### src/rtl/rf_writeback_arb_if.sv
// Write-back bus between the ALU/load sources, the arbiter and the register file.
interface rf_writeback_arb_if #(
  parameter int DATA_W = 16,
  parameter int ADDR_W = 3,
  parameter int DEPTH  = 2
);
  localparam int CNT_W = $clog2(DEPTH) + 1;

  logic              alu_valid;
  logic [ADDR_W-1:0] alu_addr;
  logic [DATA_W-1:0] alu_data;
  logic              ld_valid;
  logic [ADDR_W-1:0] ld_addr;
  logic [DATA_W-1:0] ld_data;
  logic              ld_ready;
  logic              wr_en;
  logic [ADDR_W-1:0] wr_addr;
  logic [DATA_W-1:0] wr_data;
  logic [CNT_W-1:0]  buf_count;

  modport master (
    output alu_valid, alu_addr, alu_data, ld_valid, ld_addr, ld_data,
    input  ld_ready, wr_en, wr_addr, wr_data, buf_count
  );

  modport slave (
    input  alu_valid, alu_addr, alu_data, ld_valid, ld_addr, ld_data,
    output ld_ready, wr_en, wr_addr, wr_data, buf_count
  );
endinterface

### src/rtl/rf_writeback_arb.sv
// Register-file write-back arbiter: ALU has priority, colliding loads queue in a squashable FIFO.
// Optional performance counters are enabled by defining RF_WB_PERF_EN.
module rf_writeback_arb #(
  parameter int DATA_W = 16,
  parameter int ADDR_W = 3,
  parameter int DEPTH  = 2
) (
  input  logic                clk,
  input  logic                rst,
  rf_writeback_arb_if.slave   wb
`ifdef RF_WB_PERF_EN
  ,
  output logic [15:0]         perf_stall,
  output logic [15:0]         perf_squash
`endif
);
  localparam int PTR_W = $clog2(DEPTH);
  localparam int CNT_W = PTR_W + 1;

  logic [ADDR_W-1:0] mem_addr_reg [DEPTH];
  logic [DATA_W-1:0] mem_data_reg [DEPTH];
  logic [DEPTH-1:0]  vld_reg, vld_next;
  logic [PTR_W-1:0]  rd_ptr_reg, rd_ptr_next;
  logic [PTR_W-1:0]  wr_ptr_reg, wr_ptr_next;
  logic [CNT_W-1:0]  count_reg, count_next;
  logic              wr_en_reg, wr_en_next;
  logic [ADDR_W-1:0] wr_addr_reg, wr_addr_next;
  logic [DATA_W-1:0] wr_data_reg, wr_data_next;

  logic             ld_acc, fifo_empty, push, pop, push_vld, same_squash;
  logic [DEPTH-1:0] match;

  assign wb.ld_ready  = (count_reg != CNT_W'(DEPTH));
  assign ld_acc       = wb.ld_valid && wb.ld_ready;
  assign fifo_empty   = (count_reg == '0);
  assign same_squash  = wb.alu_valid && ld_acc && (wb.ld_addr == wb.alu_addr);

  // Live entries that an ALU write to the same register makes stale.
  genvar gi;
  generate
    for (gi = 0; gi < DEPTH; gi++) begin : g_match
      assign match[gi] = vld_reg[gi] && (mem_addr_reg[gi] == wb.alu_addr);
    end
  endgenerate

  always_comb begin
    push         = 1'b0;
    pop          = 1'b0;
    push_vld     = 1'b1;
    wr_en_next   = 1'b0;
    wr_addr_next = wr_addr_reg;
    wr_data_next = wr_data_reg;
    vld_next     = vld_reg;
    if (wb.alu_valid) begin
      wr_en_next   = 1'b1;
      wr_addr_next = wb.alu_addr;
      wr_data_next = wb.alu_data;
      push         = ld_acc;
      push_vld     = !same_squash;
      vld_next     = vld_reg & ~match;
    end else if (!fifo_empty) begin
      pop  = 1'b1;
      push = ld_acc;
      // A squashed head is retired silently; the write port keeps its last values.
      if (vld_reg[rd_ptr_reg]) begin
        wr_en_next   = 1'b1;
        wr_addr_next = mem_addr_reg[rd_ptr_reg];
        wr_data_next = mem_data_reg[rd_ptr_reg];
      end
    end else if (ld_acc) begin
      wr_en_next   = 1'b1;
      wr_addr_next = wb.ld_addr;
      wr_data_next = wb.ld_data;
    end
    if (pop)  vld_next[rd_ptr_reg] = 1'b0;
    if (push) vld_next[wr_ptr_reg] = push_vld;
    rd_ptr_next = pop  ? rd_ptr_reg + 1'b1 : rd_ptr_reg;
    wr_ptr_next = push ? wr_ptr_reg + 1'b1 : wr_ptr_reg;
    count_next  = count_reg;
    if (push && !pop)      count_next = count_reg + 1'b1;
    else if (pop && !push) count_next = count_reg - 1'b1;
  end

  always_ff @(posedge clk) begin
    if (rst) begin
      vld_reg     <= '0;
      rd_ptr_reg  <= '0;
      wr_ptr_reg  <= '0;
      count_reg   <= '0;
      wr_en_reg   <= 1'b0;
      wr_addr_reg <= '0;
      wr_data_reg <= '0;
    end else begin
      vld_reg     <= vld_next;
      rd_ptr_reg  <= rd_ptr_next;
      wr_ptr_reg  <= wr_ptr_next;
      count_reg   <= count_next;
      wr_en_reg   <= wr_en_next;
      wr_addr_reg <= wr_addr_next;
      wr_data_reg <= wr_data_next;
    end
  end

  // Payload storage needs no reset; the valid bits and count qualify it.
  always_ff @(posedge clk) begin
    if (push && !rst) begin
      mem_addr_reg[wr_ptr_reg] <= wb.ld_addr;
      mem_data_reg[wr_ptr_reg] <= wb.ld_data;
    end
  end

  assign wb.wr_en     = wr_en_reg;
  assign wb.wr_addr   = wr_addr_reg;
  assign wb.wr_data   = wr_data_reg;
  assign wb.buf_count = count_reg;

`ifdef RF_WB_PERF_EN
  logic [15:0] squash_inc;
  logic [16:0] stall_sum, squash_sum;

  always_comb begin
    squash_inc = {15'd0, same_squash};
    if (wb.alu_valid) begin
      for (int i = 0; i < DEPTH; i++) squash_inc = squash_inc + {15'd0, match[i]};
    end
  end

  assign stall_sum  = {1'b0, perf_stall} + {16'd0, wb.ld_valid && !wb.ld_ready};
  assign squash_sum = {1'b0, perf_squash} + {1'b0, squash_inc};

  always_ff @(posedge clk) begin
    if (rst) begin
      perf_stall  <= '0;
      perf_squash <= '0;
    end else begin
      perf_stall  <= stall_sum[16]  ? 16'hFFFF : stall_sum[15:0];
      perf_squash <= squash_sum[16] ? 16'hFFFF : squash_sum[15:0];
    end
  end
`endif
endmodule

### src/flat_wrapper.sv
// flat-port wrapper written by rule: the top's interface ports become plain ports
module rf_writeback_arb_flat 
#(
  parameter int DATA_W = 16,
  parameter int ADDR_W = 3,
  parameter int DEPTH  = 2
)
  (clk, rst, wb_alu_valid, wb_alu_addr, wb_alu_data, wb_ld_valid, wb_ld_addr, wb_ld_data, wb_ld_ready, wb_wr_en, wb_wr_addr, wb_wr_data, wb_buf_count);
  rf_writeback_arb_if #(.DATA_W(DATA_W), .ADDR_W(ADDR_W), .DEPTH(DEPTH)) wb_i ();
  input  logic clk;
  input  logic rst;
  input wire logic [$bits(wb_i.alu_valid)-1:0] wb_alu_valid;
  input wire logic [$bits(wb_i.alu_addr)-1:0] wb_alu_addr;
  input wire logic [$bits(wb_i.alu_data)-1:0] wb_alu_data;
  input wire logic [$bits(wb_i.ld_valid)-1:0] wb_ld_valid;
  input wire logic [$bits(wb_i.ld_addr)-1:0] wb_ld_addr;
  input wire logic [$bits(wb_i.ld_data)-1:0] wb_ld_data;
  output wire logic [$bits(wb_i.ld_ready)-1:0] wb_ld_ready;
  output wire logic [$bits(wb_i.wr_en)-1:0] wb_wr_en;
  output wire logic [$bits(wb_i.wr_addr)-1:0] wb_wr_addr;
  output wire logic [$bits(wb_i.wr_data)-1:0] wb_wr_data;
  output wire logic [$bits(wb_i.buf_count)-1:0] wb_buf_count;
  assign wb_i.alu_valid = wb_alu_valid;
  assign wb_i.alu_addr = wb_alu_addr;
  assign wb_i.alu_data = wb_alu_data;
  assign wb_i.ld_valid = wb_ld_valid;
  assign wb_i.ld_addr = wb_ld_addr;
  assign wb_i.ld_data = wb_ld_data;
  assign wb_ld_ready = wb_i.ld_ready;
  assign wb_wr_en = wb_i.wr_en;
  assign wb_wr_addr = wb_i.wr_addr;
  assign wb_wr_data = wb_i.wr_data;
  assign wb_buf_count = wb_i.buf_count;
  rf_writeback_arb #(.DATA_W(DATA_W), .ADDR_W(ADDR_W), .DEPTH(DEPTH)) u_core (.clk(clk), .rst(rst), .wb(wb_i));
endmodule
### config.mk
export PLATFORM = sky130hd
export DESIGN_NAME = rf_writeback_arb_flat
export DESIGN_NICKNAME = d
export VERILOG_FILES = /design/src/rtl/rf_writeback_arb_if.sv /design/src/rtl/rf_writeback_arb.sv /design/src/flat_wrapper.sv
export SDC_FILE = /design/constraint.sdc
export NUM_CORES = 1
export LEC_CHECK = 0
export BUFFER_PORTS_ARGS = -buffer_cell sky130_fd_sc_hd__buf_4
export CAP_MARGIN = 20
export CORE_UTILIZATION = 44
export CTS_BUF_LIST = sky130_fd_sc_hd__clkbuf_16
export CTS_CLUSTER_SIZE = 25
export DETAILED_ROUTE_END_ITERATION = 10
export PLACE_DENSITY = 0.69
export SKIP_LAST_GASP = 1
export SLEW_MARGIN = 15
export SYNTH_ARGS = -nofsm -noshare
export SYNTH_HDL_FRONTEND = slang
export SYNTH_SLANG_ARGS = --single-unit
### constraint.sdc
create_clock -name clk -period 2.2 [get_ports clk]
set_input_delay 0.44 -clock clk [delete_from_list [all_inputs] [get_ports clk]]
set_output_delay 0.44 -clock clk [all_outputs]
set_load 0.1 [all_outputs]
==> metrics.md, run 1 <==
| Metric | Value |
|---|---|
| Status | finished clean |
| Worst slew margin | 0.462 |
| FP Rows | 30 |
| Final setup TNS | 0 ns |
| Synth cell types | 33 |
| Most frequent cells in the layout | 71 x buf_4, 39 x a211oi_1, 38 x edfxtp_1, 25 x dfxtp_1 |
| Fmax | 0.531 GHz |
| CTS tree | built |
| Antenna Cells | 0 |
| Wire length per cell | 17.0 µm |
| LEAKAGE | 0.00137 µW |
| Vias in the first global route | 2170 |
| Post-synthesis sequential area ratio | 0.549 |
| Largest stage delay, worst path | 0.50 ns |
| Setup Crit Path Kind | reg2out |
| Slowest cell on the critical path | dfxtp_2 |
| Synth Instances | 253 |
| Layout overhead on the synthesized area | 25.1% |
| Vias | 2162 |
| FFs w/ async S/R, synth | 0 |
| Max FFs per register | 32 |
| First drt pass iteration count | 4 |
| Crit path max-delay family | buffers and inverters |
| Gr usage total | 0.200 |
| Max rail drop VDD | 0.498 mV |
| Tmin final | 1.88 ns |
| Synth Area per Inst | 12.1 µm² |
| Critical Path End Type | primary output |
| Worst-path clk slew | 0.05 ns |
| Routed WL | 6750 µm |
| Core Util, Final | 0.568 |
| Max-cap viol count | 0 |
| Clk buf depth | 2 |
| Slew Viols, Final | 0 |
| Data arrival time of the worst path | 1.44 ns |
| Die area | 7310 µm² |
| Commonest non-fill, non-tap cell in the layout | buf_4 |
| Number of synthesized flops with an enable pin | 38 |
| Worst Hold Class | in2reg |
| Largest net degree at the start of global routing | 47 |
| Clk root buf | clkbuf_16 |
| YS warnings | 0 |
| Setup violations, final | 0 |
| Netlist Area Pre-Place | 3070 µm² |
| Clk_lat worst skew | 0.32 ns |
| First DRT Iteration DRCs | 154 |
| Initial antenna violation count | 0 |
| Setup bufs post-CTS | 0 |
| Die Wd | 85.5 µm |
| WP data required | 1.76 ns |
| DRC | 0 |
| Critical-path maximum fanout | 15 |
| Pwr Total | 3440 µW |
| CP cell instances | buf_4, nand2b_2, buf_4 |
| Via/cell ratio | 5.45 |
| Total Nets Final | 354 |
| Placer Congestion | 0.769 |
| Total number of H-tree levels | 3 |
| Total CTS buffers | 9 |
| CP dominant cell by count | buf_4 |
| Die H | 85.5 µm |
| Clock Skews | 0.00481 ns |
| Fin crit share | 0.855 |
| PwrDens | 898 nW/µm² |
| Synth Flop Type | edfxtp_1 |
| PortBufs | 64 |
| Final HPWL DP | 4490 µm |
| CTS resizes | 0 |
| First-pass GRT wire length | 11000 µm |
| Ports | 65 |
| Initial core utilization | 0.454 |
| Core region area | 6760 µm² |
| Worst path bufs/invs | 2 |
| Post-synthesis net count | 295 |
| Worst slew pin tran | 0.807 ns |
| Hold Fails Final Rpt | 0 |
| Global route total overflow | 0 |
| Hold Buf Count CTS | 0 |
| Share of cells above drive strength 1 | 0.382 |
| Startpoint types | flop |
| FF+latch count, synth | 65 |
| CTS Sinks | 65 |
| Routed Antenna Nets | 0 |
| RSZ-0062 raised after global routing | no |
==> final timing paths <==
path,slack [ns],start,end,cells past startpoint
worst min register to register,0.48,u_core.wr_ptr_reg,u_core.wr_ptr_reg,2
worst min-delay path,0.32,wb_ld_data[7],u_core.mem_data_reg[1][7],1
worst max register to register,0.38,u_core.wb.buf_count[0],u_core.wb.wr_data[10],4
worst max-delay path,0.32,u_core.wb.buf_count[1],wb_ld_ready,3
==> per-layer routing <==
layer	share of wire	vias up	wire, µm	GRT usage
met4	0.013	0	87	0.0818
met5	0	-	0	0
met2	0.46	44	3110	0.306
li1	-	1076	-	-
met3	0.035	7	233	0.0331
met1	0.49	1035	3310	0.281
==> cell type report <==
type                    count  area [µm²]
clock inverters             7        30.0
flip-flops and latches     65        1690
repair buffers             71         533
clock buffers               9         225
multi-input cells         165        1260
fillers                   574        2920
well taps                  80         100
==> power breakdown <==
part	internal, µW	switching, µW
registers	1360	56.3
clock network	739	486
logic	236	565
total	2340	1110
==> cells by family (layout without fill, tap and decap cells) <==
logic type,after synthesis,in the layout,synth area share
simple gates,80,80,0.181
xor+xnor,10,10,0.0286
compound gates,54,54,0.128
mux,21,21,0.0690
buf+inv,23,87,0.0445
flops,65,65,0.549
==> through the flow <==
| stage | hold WS (ns) | cells | setup WS (ns) | area (µm²) |
|---|---|---|---|---|
| 6_report | 0.315 | 397 | 0.319 | 3830 |
| 5_1_grt | 0.306 | 397 | 0.203 | 3830 |
| 4_1_cts | 0.308 | 397 | 0.315 | 3830 |
| 3_5_place_dp | 0.467 | 381 | 0.334 | 3580 |
| 3_3_place_gp | 0.458 | 381 | 0.352 | 3580 |
| 2_1_floorplan | 0.450 | 253 | 0.0408 | 3080 |
==> synthesized netlist by cell type (3+ instances only) <==
master / number / area, µm²
nand4_1: 4 / 25.0
nor2_1: 14 / 52.6
mux2i_1: 20 / 200
dfxtp_1: 27 / 541
buf_1: 3 / 11.3
buf_4: 3 / 22.5
o21ai_0: 3 / 15.0
clkbuf_1: 8 / 30.0
nor2b_1: 3 / 18.8
a211oi_1: 39 / 293
edfxtp_1: 38 / 1140
nand2b_1: 3 / 18.8
nor3_2: 19 / 190
buf_2: 6 / 30.0
nand2_1: 4 / 15.0
xnor2_1: 8 / 70.1
nor3_1: 20 / 100
a21oi_1: 4 / 20.0
nor2_4: 10 / 113
(Power assumes the default switching activity.)
==> inputs of run 2 (changes only) <==
--- a/config.mk
+++ b/config.mk
@@ -11,7 +11,7 @@
 export CTS_BUF_LIST = sky130_fd_sc_hd__clkbuf_16
 export CTS_CLUSTER_SIZE = 25
 export DETAILED_ROUTE_END_ITERATION = 10
-export PLACE_DENSITY = 0.69
+export PLACE_DENSITY = 0.67
 export SKIP_LAST_GASP = 1
 export SLEW_MARGIN = 15
 export SYNTH_ARGS = -nofsm -noshare
==> constraint.sdc (replaced) <==
create_clock -name clk -period 1.9 [get_ports clk]
set_input_delay 0.38 -clock clk [delete_from_list [all_inputs] [get_ports clk]]
set_output_delay 0.38 -clock clk [all_outputs]
set_load 0.1 [all_outputs]
==> metrics.md, run 2 (synthesis gave the netlist of run 1 again) <==
| Metric | Value |
|---|---|
| Routed WL | 6510 µm (was 6750 µm) |
| Pre-CTS setup slack | 0.191 ns (was 0.334 ns) |
| Setup bufs post-CTS | 0 (unchanged) |
| Ports | 65 (unchanged) |
| Area of the multi-input gates | 1260 µm² (about the same) |
| Reg2reg setup slack | 0.29 ns (was 0.38 ns) |
| Met3 Resource Use GR | 0.0535 (was 0.0331) |
| Final setup TNS | 0 ns (unchanged) |
| WP data required | 1.52 ns (was 1.76 ns) |
| Antenna Cells | 0 (unchanged) |
| Status | finished clean (unchanged) |
| PortBufs | 64 (unchanged) |
| Gr usage total | 0.189 (was 0.200) |
| CTS tree | built (unchanged) |
| Fraction of power spent switching nets | 0.292 (was 0.321) |
| Clock Skews | 0.00287 ns (was 0.00481 ns) |
| Initial core utilization | 0.454 (unchanged) |
| CTS Sinks | 65 (unchanged) |
| Global route total overflow | 0 (unchanged) |
| Slew Viols, Final | 0 (unchanged) |
| R2R cell count | 5 (was 4) |
| Switching power | 1300 µW (was 1110 µW) |
| Clk_lat worst skew | 0.33 ns (was 0.32 ns) |
| Setup violations, final | 0 (unchanged) |
| Pwr Total | 4440 µW (was 3440 µW) |
| Routed Antenna Nets | 0 (unchanged) |
| Fillers | 568 (was 574) |
| Total number of H-tree levels | 3 (unchanged) |
| Share of cells above drive strength 1 | 0.406 (was 0.382) |
| First DRT Iteration DRCs | 101 (was 154) |
| GR Util met1 | 0.258 (was 0.281) |
| LEAKAGE | 0.00146 µW (was 0.00137 µW) |
| DRC | 0 (unchanged) |
| Die area | 7310 µm² (unchanged) |
| Initial antenna violation count | 0 (unchanged) |
| Placer Congestion | 0.757 (was 0.769) |
| Vias | 2176 (was 2162) |
| Max-cap viol count | 0 (unchanged) |
| Clk root buf | clkbuf_16 (unchanged) |
| Largest net degree at the start of global routing | 32 (was 47) |
| Hold Crit Depth | 1 (unchanged) |
| Critical path origin | u_core.wb.buf_count[0] (was u_core.wb.buf_count[1]) |
| Most frequent cells in the layout | 76 x buf_4, 39 x a211oi_1, 38 x edfxtp_1, 25 x dfxtp_1 (was 71 x buf_4, 39 x a211oi_1, 38 x edfxtp_1, 25 x dfxtp_1) |
| Worst Hold Class | in2reg (unchanged) |
| Core region area | 6760 µm² (unchanged) |
| Critical Path End Type | primary output (unchanged) |
| Hold worst-path end | u_core.mem_data_reg[1][13] (was u_core.mem_data_reg[1][7]) |
| Data arrival time of the worst path | 1.28 ns (was 1.44 ns) |
| Hold Buf Count CTS | 0 (unchanged) |
| Via/cell ratio | 5.37 (was 5.45) |
| Worst slew pin tran | 0.447 ns (was 0.807 ns) |
| Setup Crit Path Kind | reg2out (unchanged) |
| Internal | 3140 µW (was 2340 µW) |
| Worst slew margin | 0.702 (was 0.462) |
| Worst-path clk slew | 0.05 ns (about the same) |
| Critical-path maximum fanout | 16 (was 15) |
| Commonest non-fill, non-tap cell in the layout | buf_4 (unchanged) |
| First drt pass iteration count | 4 (unchanged) |
| R2r startpoint | u_core.wb.buf_count[0] (unchanged) |
| Max rail drop VDD | 0.550 mV (was 0.498 mV) |
| Die Wd | 85.5 µm (unchanged) |
| Die H | 85.5 µm (unchanged) |
| First-pass GRT wire length | 10400 µm (was 11000 µm) |
| Vias in the first global route | 2068 (was 2170) |
| Final HPWL DP | 4630 µm (was 4490 µm) |
| Met2 GRT Util | 0.277 (was 0.306) |
| Clock group share of total power | 0.415 (was 0.356) |
| FF+latch area | 1690 µm² (unchanged) |
| Comb pwr share | 0.218 (was 0.232) |
| Sequential share of power | 0.367 (was 0.412) |
| Layout overhead on the synthesized area | 31.0% (was 25.1%) |
| Wire length per cell | 16.1 µm (was 17.0 µm) |
| Hold path start | wb_ld_data[13] (was wb_ld_data[7]) |
| Total CTS buffers | 9 (unchanged) |
| Most Crowded Layer GR | met2 (unchanged) |
| Reg2reg end | u_core.wb.wr_data[0] (was u_core.wb.wr_data[10]) |
| Total Nets Final | 362 (was 354) |
| Startpoint types | flop (unchanged) |
| Fin crit share | 0.876 |
| Clk buf depth | 2 (unchanged) |
| PnR worst setup slack | 0.237 ns (was 0.319 ns) |
| RSZ-0062 raised after global routing | no (unchanged) |
| FP Rows | 30 (unchanged) |
| Hold Fails Final Rpt | 0 (unchanged) |
| CTS resizes | 0 (unchanged) |
| Tmin final | 1.66 ns |
| Max FFs per register | 32 (unchanged) |
| Fmax | 0.601 GHz |
| PwrDens | 1110 nW/µm² (was 898 nW/µm²) |
## run 2: cell types whose count changed in the layout (fill, tap and decap cells not counted), sizes merged
cell	delta
clkinv	-1
bufinv	+3
buf	+8
inv	-2
## run 2: power by group through the flow
stage	registers, µW	logic (µW)	clock network [µW]
4_1_cts	1630	976	1870
3_3_place_gp	1660	967	0
3_5_place_dp	1660	975	0
5_1_grt	1640	1020	1930
2_1_floorplan	2020	362	0
6_report	1630	967	1840
## run 2: final cells by class
type                    instances  area share
flip-flops and latches         65       0.420
multi-input cells             165       0.315
repair buffers                 79       0.157
clock buffers                   9      0.0561
clock inverters                 7      0.0271
well taps                      80      0.0249
## run 2: worst max-delay path: stages, from the launching register on
cell and delay (ns):
dfxtp_4 0.44, buf_4 0.21, buf_4 0.31
## run 2: how the worst max path moves through the flow
stage,end,slack (ns)
final,wb_buf_count[0],0.24
after global routing,wb_ld_ready,0.18
after CTS,wb_buf_count[0],0.23
after detailed placement,u_core.wb.wr_data[0],0.19
after global placement,u_core.wb.wr_data[14],0.24
after floorplan,u_core.mem_addr_reg[1][0],0.02
## run 2: metal layers
metal  vias up  routed length, µm
li1       1095                  -
met1      1026               3160
met2        46               2950
met3         9                286
met4         0                110
met5         -                  0
## run 2: per-stage QoR
stage               instance area [µm²]  cells  utilization  hold WS (ns)
floorplan                          3090    253            -         0.450
global placement                   3680    389        0.545         0.458
detailed placement                 3680    389        0.545         0.481
CTS                                4020    405        0.594         0.236
global route                       4020    405        0.594         0.240
finish                             4020    405        0.594         0.243
